--- src/rtl/alu_exec_stage.sv ---
// Execute stage in front of a combinational ALU: EX and WB slots, operand forwarding, valid/ready on both sides.
// Optional: define ALU_EXEC_PERF_EN to add saturating retire/stall counters (perf_retired, perf_stall).
module alu_exec_stage #(
  parameter int DATA_W = 16,
  parameter int REG_AW = 3
) (
  input  logic              clk,
  input  logic              rst,
  input  logic              id_valid,
  output logic              id_ready,
  input  logic [3:0]        id_op,
  input  logic [REG_AW-1:0] id_rd,
  input  logic [REG_AW-1:0] id_rs,
  input  logic [REG_AW-1:0] id_rt,
  input  logic [DATA_W-1:0] id_rs_data,
  input  logic [DATA_W-1:0] id_rt_data,
  input  logic [DATA_W-1:0] id_imm,
  input  logic              id_use_imm,
  output logic [DATA_W-1:0] alu_a,
  output logic [DATA_W-1:0] alu_b,
  output logic [3:0]        alu_op,
  input  logic [DATA_W-1:0] alu_ans,
  output logic              wb_valid,
  input  logic              wb_ready,
  output logic [REG_AW-1:0] wb_rd,
  output logic [DATA_W-1:0] wb_data,
  output logic              wb_we,
  output logic              wb_illegal
`ifdef ALU_EXEC_PERF_EN
  ,
  output logic [15:0]       perf_retired,
  output logic [15:0]       perf_stall
`endif
);

  logic              ex_valid_reg;
  logic [3:0]        ex_op_reg;
  logic [REG_AW-1:0] ex_rd_reg;
  logic [DATA_W-1:0] ex_a_reg;
  logic [DATA_W-1:0] ex_b_reg;

  logic              wb_valid_reg;
  logic [REG_AW-1:0] wb_rd_reg;
  logic [DATA_W-1:0] wb_data_reg;
  logic              wb_we_reg;
  logic              wb_illegal_reg;

  logic ex_legal;
  logic ex_adv;
  logic accept;

  logic [1:0][REG_AW-1:0] src_idx;
  logic [1:0][DATA_W-1:0] src_rf;
  logic [1:0][DATA_W-1:0] src_fwd;
  logic [DATA_W-1:0]      op_b_next;
  logic [DATA_W-1:0]      wb_data_next;
  logic                   wb_we_next;

  assign ex_legal = ~ex_op_reg[3];
  assign ex_adv   = ex_valid_reg & (~wb_valid_reg | wb_ready);
  assign id_ready = ~ex_valid_reg | ex_adv;
  assign accept   = id_valid & id_ready;

  assign src_idx = {id_rt, id_rs};
  assign src_rf  = {id_rt_data, id_rs_data};

  // The EX result is younger than WB, so it wins; an illegal op in EX never forwards.
  genvar gi;
  generate
    for (gi = 0; gi < 2; gi++) begin : g_fwd
      assign src_fwd[gi] =
          (src_idx[gi] == '0)                                      ? '0 :
          (ex_valid_reg && ex_legal && ex_rd_reg == src_idx[gi])   ? alu_ans :
          (wb_valid_reg && wb_we_reg && wb_rd_reg == src_idx[gi])  ? wb_data_reg :
                                                                     src_rf[gi];
    end
  endgenerate

  assign op_b_next    = id_use_imm ? id_imm : src_fwd[1];
  assign wb_data_next = ex_legal ? alu_ans : '0;
  assign wb_we_next   = ex_legal && (ex_rd_reg != '0);

  always_ff @(posedge clk) begin
    if (rst) begin
      ex_valid_reg   <= 1'b0;
      ex_op_reg      <= '0;
      ex_rd_reg      <= '0;
      ex_a_reg       <= '0;
      ex_b_reg       <= '0;
      wb_valid_reg   <= 1'b0;
      wb_rd_reg      <= '0;
      wb_data_reg    <= '0;
      wb_we_reg      <= 1'b0;
      wb_illegal_reg <= 1'b0;
    end else begin
      if (accept) begin
        ex_valid_reg <= 1'b1;
        ex_op_reg    <= id_op;
        ex_rd_reg    <= id_rd;
        ex_a_reg     <= src_fwd[0];
        ex_b_reg     <= op_b_next;
      end else if (ex_adv) begin
        ex_valid_reg <= 1'b0;
      end

      if (ex_adv) begin
        wb_valid_reg   <= 1'b1;
        wb_rd_reg      <= ex_rd_reg;
        wb_data_reg    <= wb_data_next;
        wb_we_reg      <= wb_we_next;
        wb_illegal_reg <= ~ex_legal;
      end else if (wb_ready) begin
        wb_valid_reg <= 1'b0;
      end
    end
  end

  assign alu_a      = ex_a_reg;
  assign alu_b      = ex_b_reg;
  assign alu_op     = ex_op_reg;
  assign wb_valid   = wb_valid_reg;
  assign wb_rd      = wb_rd_reg;
  assign wb_data    = wb_data_reg;
  assign wb_we      = wb_we_reg;
  assign wb_illegal = wb_illegal_reg;

`ifdef ALU_EXEC_PERF_EN
  logic [15:0] perf_retired_reg;
  logic [15:0] perf_stall_reg;

  always_ff @(posedge clk) begin
    if (rst) begin
      perf_retired_reg <= '0;
      perf_stall_reg   <= '0;
    end else begin
      if (wb_valid_reg && wb_ready && perf_retired_reg != 16'hFFFF)
        perf_retired_reg <= perf_retired_reg + 16'd1;
      if (id_valid && !id_ready && perf_stall_reg != 16'hFFFF)
        perf_stall_reg <= perf_stall_reg + 16'd1;
    end
  end

  assign perf_retired = perf_retired_reg;
  assign perf_stall   = perf_stall_reg;
`endif

endmodule

--- config.mk ---
export PLATFORM = sky130hd
export DESIGN_NAME = alu_exec_stage
export DESIGN_NICKNAME = d
export VERILOG_FILES = /design/src/rtl/alu_exec_stage.sv
export SDC_FILE = /design/constraint.sdc
export NUM_CORES = 1
export LEC_CHECK = 0
export ABC_AREA = 1
export BUFFER_PORTS_ARGS = -buffer_cell sky130_fd_sc_hd__buf_2
export CAP_MARGIN = 20
export CORE_MARGIN = 1.5
export CORE_UTILIZATION = 50
export CTS_CLUSTER_DIAMETER = 100
export DETAILED_ROUTE_END_ITERATION = 16
export GPL_TIMING_DRIVEN = 0
export PLACE_DENSITY = 0.82
export SYNTH_ARGS = -nofsm -noshare
export SYNTH_HDL_FRONTEND = slang
export SYNTH_SLANG_ARGS = --single-unit
--- constraint.sdc ---
create_clock -name clk -period 1.4 [get_ports clk]
set_input_delay 0.35 -clock clk [delete_from_list [all_inputs] [get_ports clk]]
set_output_delay 0.35 -clock clk [all_outputs]
set_load 0.05 [all_outputs]
==> flow_summary.yaml <==
outcome:
  status: "complete, but fails checks"
  violations: "setup timing"
timing:
  period_share_pct: 107.6
  max_freq_mhz: 663.8
  layout_setup_ws_ns: -0.1064
  slew_viol_final: 0
  min_period_ns: 1.506
  setup-violations-final: 32
  worstMarginPinSlew_ns: 0.6027
  max-slew-margin-rel_pct: 59.82
  rsz0062_at_grt: "yes"
  finClkSkew_ns: 0.005135
  hold_viol_final: 0
synth:
  synth_compound_area_share_pct: 15.17
  synth_xor_area_share_pct: 0
  avgSynthCellArea_um2: 6.549
  synth_top_family_by_area: "simple AND/OR/NAND/NOR gates"
  synth.area.mux_share_pct: 0
  synthAdderAreaFrac_pct: 0
  ys_warn_count: 0
  synthDistinctLibCells: 23
  synthCells: 568
  synth_nets: 650
  yosysSeqAreaShare_pct: 33.37
  netlist_area_um2: 3720
  ys_ff_latch: 62
  synth_simple_gate_area_share_pct: 39.35
finish:
  nets: 830
  drive_gt1_share_pct: 47.61
  n_antenna_cell: 0
  num-fill-cells: 567
  area_delta_synth_final_pct: 46.22
critical_path:
  crit_type: "reg2reg"
  critPathSlowestCell: "dfxtp_4"
  path_cells: "inv_4, nor2_4, nand2_4, nor2_8, buf_6, nand3_1, nand2_1, inv_1, nand2_2, a21oi_2"
  cp_num_buf_inv: 3
  cp.required_ns: 1.65
  cp_slowest_stage_delay_ns: 0.38
  start_kind: "flip-flop"
  end_kind: "flip-flop"
  crit_family: "simple AND/OR/NAND/NOR gates"
  worstPathArrival_ns: 1.76
  path_max_fanout: 6
cts:
  numCtsBuffers: 9
  cts.clk_slew.worst_paths_ns: 0.07
  clkSinkCount: 62
  clockBufferDepth: 2
  cts_tree: "built"
  clk-insertion-delay-late_ns: 0.36
  root_buffer: "clkbuf_8"
  h-tree-depth: 3
power:
  p_int_mw: 3.016
  static-leakage-power_nw: 2.811
  seqPwrFrac_pct: 40.3
  pwr-share-comb_pct: 31.6
  ir_drop_uv: 699.0
  p_sw_mw: 1.893
  p_clk_share_pct: 28.1
  power_density_nw_per_um2: 902.6
  swShare_pct: 38.57
  fin_total_pwr_mw: 4.909
floorplan:
  die_w_um: 89.26
  num_rows: 31
  chipHeight_um: 89.26
  die-area_um2: 7966
  io_pins: 141
  initial_core_util_pct: 51.56
  core_um2: 7214
run:
  drv_cap: 0
worst_hold_path:
  hp-class: "in2reg"
grt:
  grt_usage_pct: 29.35
  grt_overflow: 0
  grt_max_degree: 17
  grt_pass1_vias: 3674
  grt_first_pass_wirelength_um: 17990
  antenna_found_initial: 0
detailed_routing:
  drt_iter0_drc: 296
  via_per_inst: 5.304
  drc: 0
  dr.pass1.iters: 5
  antenna_left: 0
  wl_per_cell_um: 15.21
  via_count: 4514
  drt-total-wl_um: 12940
place:
  pre_cts_ws_ns: -0.4825
  dp_hpwl_um: 8881
  io_buffers: 138
  gp_congestion: 0.8906
[cells by family after synthesis]
kind of cell / count (synthesis)
buffers and inverters: 97
AOI/OAI and AO/OA: 101
and+or+nand+nor: 308
DFF: 62
[area by class of cell]
| cell class | count | area [µm²] | area share (%) |
|---|---|---|---|
| plain buffers | 29 | 249.0 | 4.578 |
| repair buffers | 169 | 1040 | 19.12 |
| inverters | 67 | 259.0 | 4.762 |
| well taps | 99 | 123.9 | 2.277 |
| multi-input cells | 410 | 2341 | 43.04 |
| flip-flops and latches | 62 | 1271 | 23.37 |
| clock inverters | 5 | 27.53 | 0.5061 |
| clock buffers | 10 | 127.6 | 2.346 |
[Yosys cell counts]
library cell	number	area, µm²
nand2_1	176	660.6
nand3_1	88	440.4
dfxtp_1	62	1241
a21oi_1	60	300.3
inv_1	56	210.2
o21ai_0	26	130.1
a21oi_2	13	113.9
nor2_1	13	48.80
clkbuf_1	11	41.29
inv_2	10	37.54
buf_6	8	90.09
nand3_2	8	80.08
nor2_4	8	90.09
buf_2	6	30.03
buf_4	5	37.54
nand2_2	5	31.28
nand2_4	5	56.30
nor2_8	2	40.04
nor3_1	2	10.01
a31oi_2	1	12.51
clkinv_1	1	3.750
nor2_2	1	6.260
o31ai_1	1	7.510
[per-layer routing]
layer  vias up  wire length, µm  track usage, %
li1       2185                -               -
met1      2074             5437           39.05
met2       217             6253           48.60
met3        38              938           3.878
met4         0              314           10.91
met5         -                0               0
[worst register-to-register path, cell delays in order (launching register included)]
cell     delay, ns
dfxtp_4       0.38
inv_4         0.05
nor2_4        0.19
nand2_4       0.09
nor2_8        0.16
buf_6         0.15
nand3_1       0.08
nand2_1       0.12
inv_1         0.07
nand2_2       0.07
a21oi_2       0.05
[power groups by stage]
stage	Clock, mW	Combinational [mW]	Sequential, mW
2_1_floorplan	0	0.585	2.36
3_3_place_gp	0	1.30	2.00
3_5_place_dp	0	1.32	2.01
4_1_cts	1.35	1.38	1.97
5_1_grt	1.44	1.65	1.99
6_report	1.38	1.55	1.98
[layout by cell type, fill, tap and decap left out]
| cell type | instances |
|---|---|
| nand2_1 | 136 |
| buf_2 | 124 |
| nand3_1 | 67 |
| a21oi_1 | 54 |
| dfxtp_1 | 50 |
| inv_1 | 48 |
| nand2_2 | 41 |
| buf_4 | 32 |
| nand3_2 | 28 |
| buf_6 | 26 |
| a21oi_2 | 19 |
| inv_2 | 16 |
| o21ai_0 | 14 |
| nor2_1 | 12 |
| clkbuf_8 | 11 |
| nor2_4 | 10 |
| nand2_4 | 10 |
| o21ai_2 | 9 |
| clkbuf_1 | 7 |
| dfxtp_2 | 6 |
| dfxtp_4 | 6 |
| clkinv_2 | 4 |
| inv_4 | 3 |
| clkbuf_2 | 3 |
| o21ai_1 | 3 |
| nor2_8 | 2 |
| buf_8 | 2 |
| nor3_1 | 2 |
| clkbuf_4 | 2 |
| a31oi_2 | 1 |
| o31ai_1 | 1 |
| nand3_4 | 1 |
| clkinvlp_4 | 1 |
| clkbuf_16 | 1 |
[final timing paths]
kind / slack [ns] / endpoint / from / depth (start not counted)
setup / recovery: -0.11 / alu_b[12] / ex_valid_reg / 10
hold / removal: 0.24 / alu_op[0] / id_op[0] / 3
setup reg to reg: -0.11 / alu_b[12] / ex_valid_reg / 10
hold reg to reg: 0.47 / alu_a[4] / alu_a[4] / 2
[per-stage QoR]
| step | setup TNS (ns) | hold WS (ns) | area (µm²) | std cells | util [%] |
|---|---|---|---|---|---|
| after global placement | -9.470 | 0.4536 | 4628 | 805 | 64.15 |
| final | -1.575 | 0.2405 | 5439 | 851 | 75.39 |
| after CTS | -0.3612 | 0.2499 | 4951 | 832 | 68.63 |
| after floorplan | -0.5234 | 0.4750 | 3814 | 568 | - |
| after detailed placement | -11.52 | 0.4580 | 4628 | 805 | 64.15 |
| after global routing | -3.363 | 0.2542 | 5439 | 851 | 75.39 |
[timing repair]
action / CTS / global route
setup endpoints to repair: 49 / 57
setup buffers: 13 / 12
gates cloned: 0 / 7
resized for setup: 30 / 113
pin swaps: 9 / 53
hold buffers: 0 / 0
No activity file was read; power rests on OpenSTA's default activity.
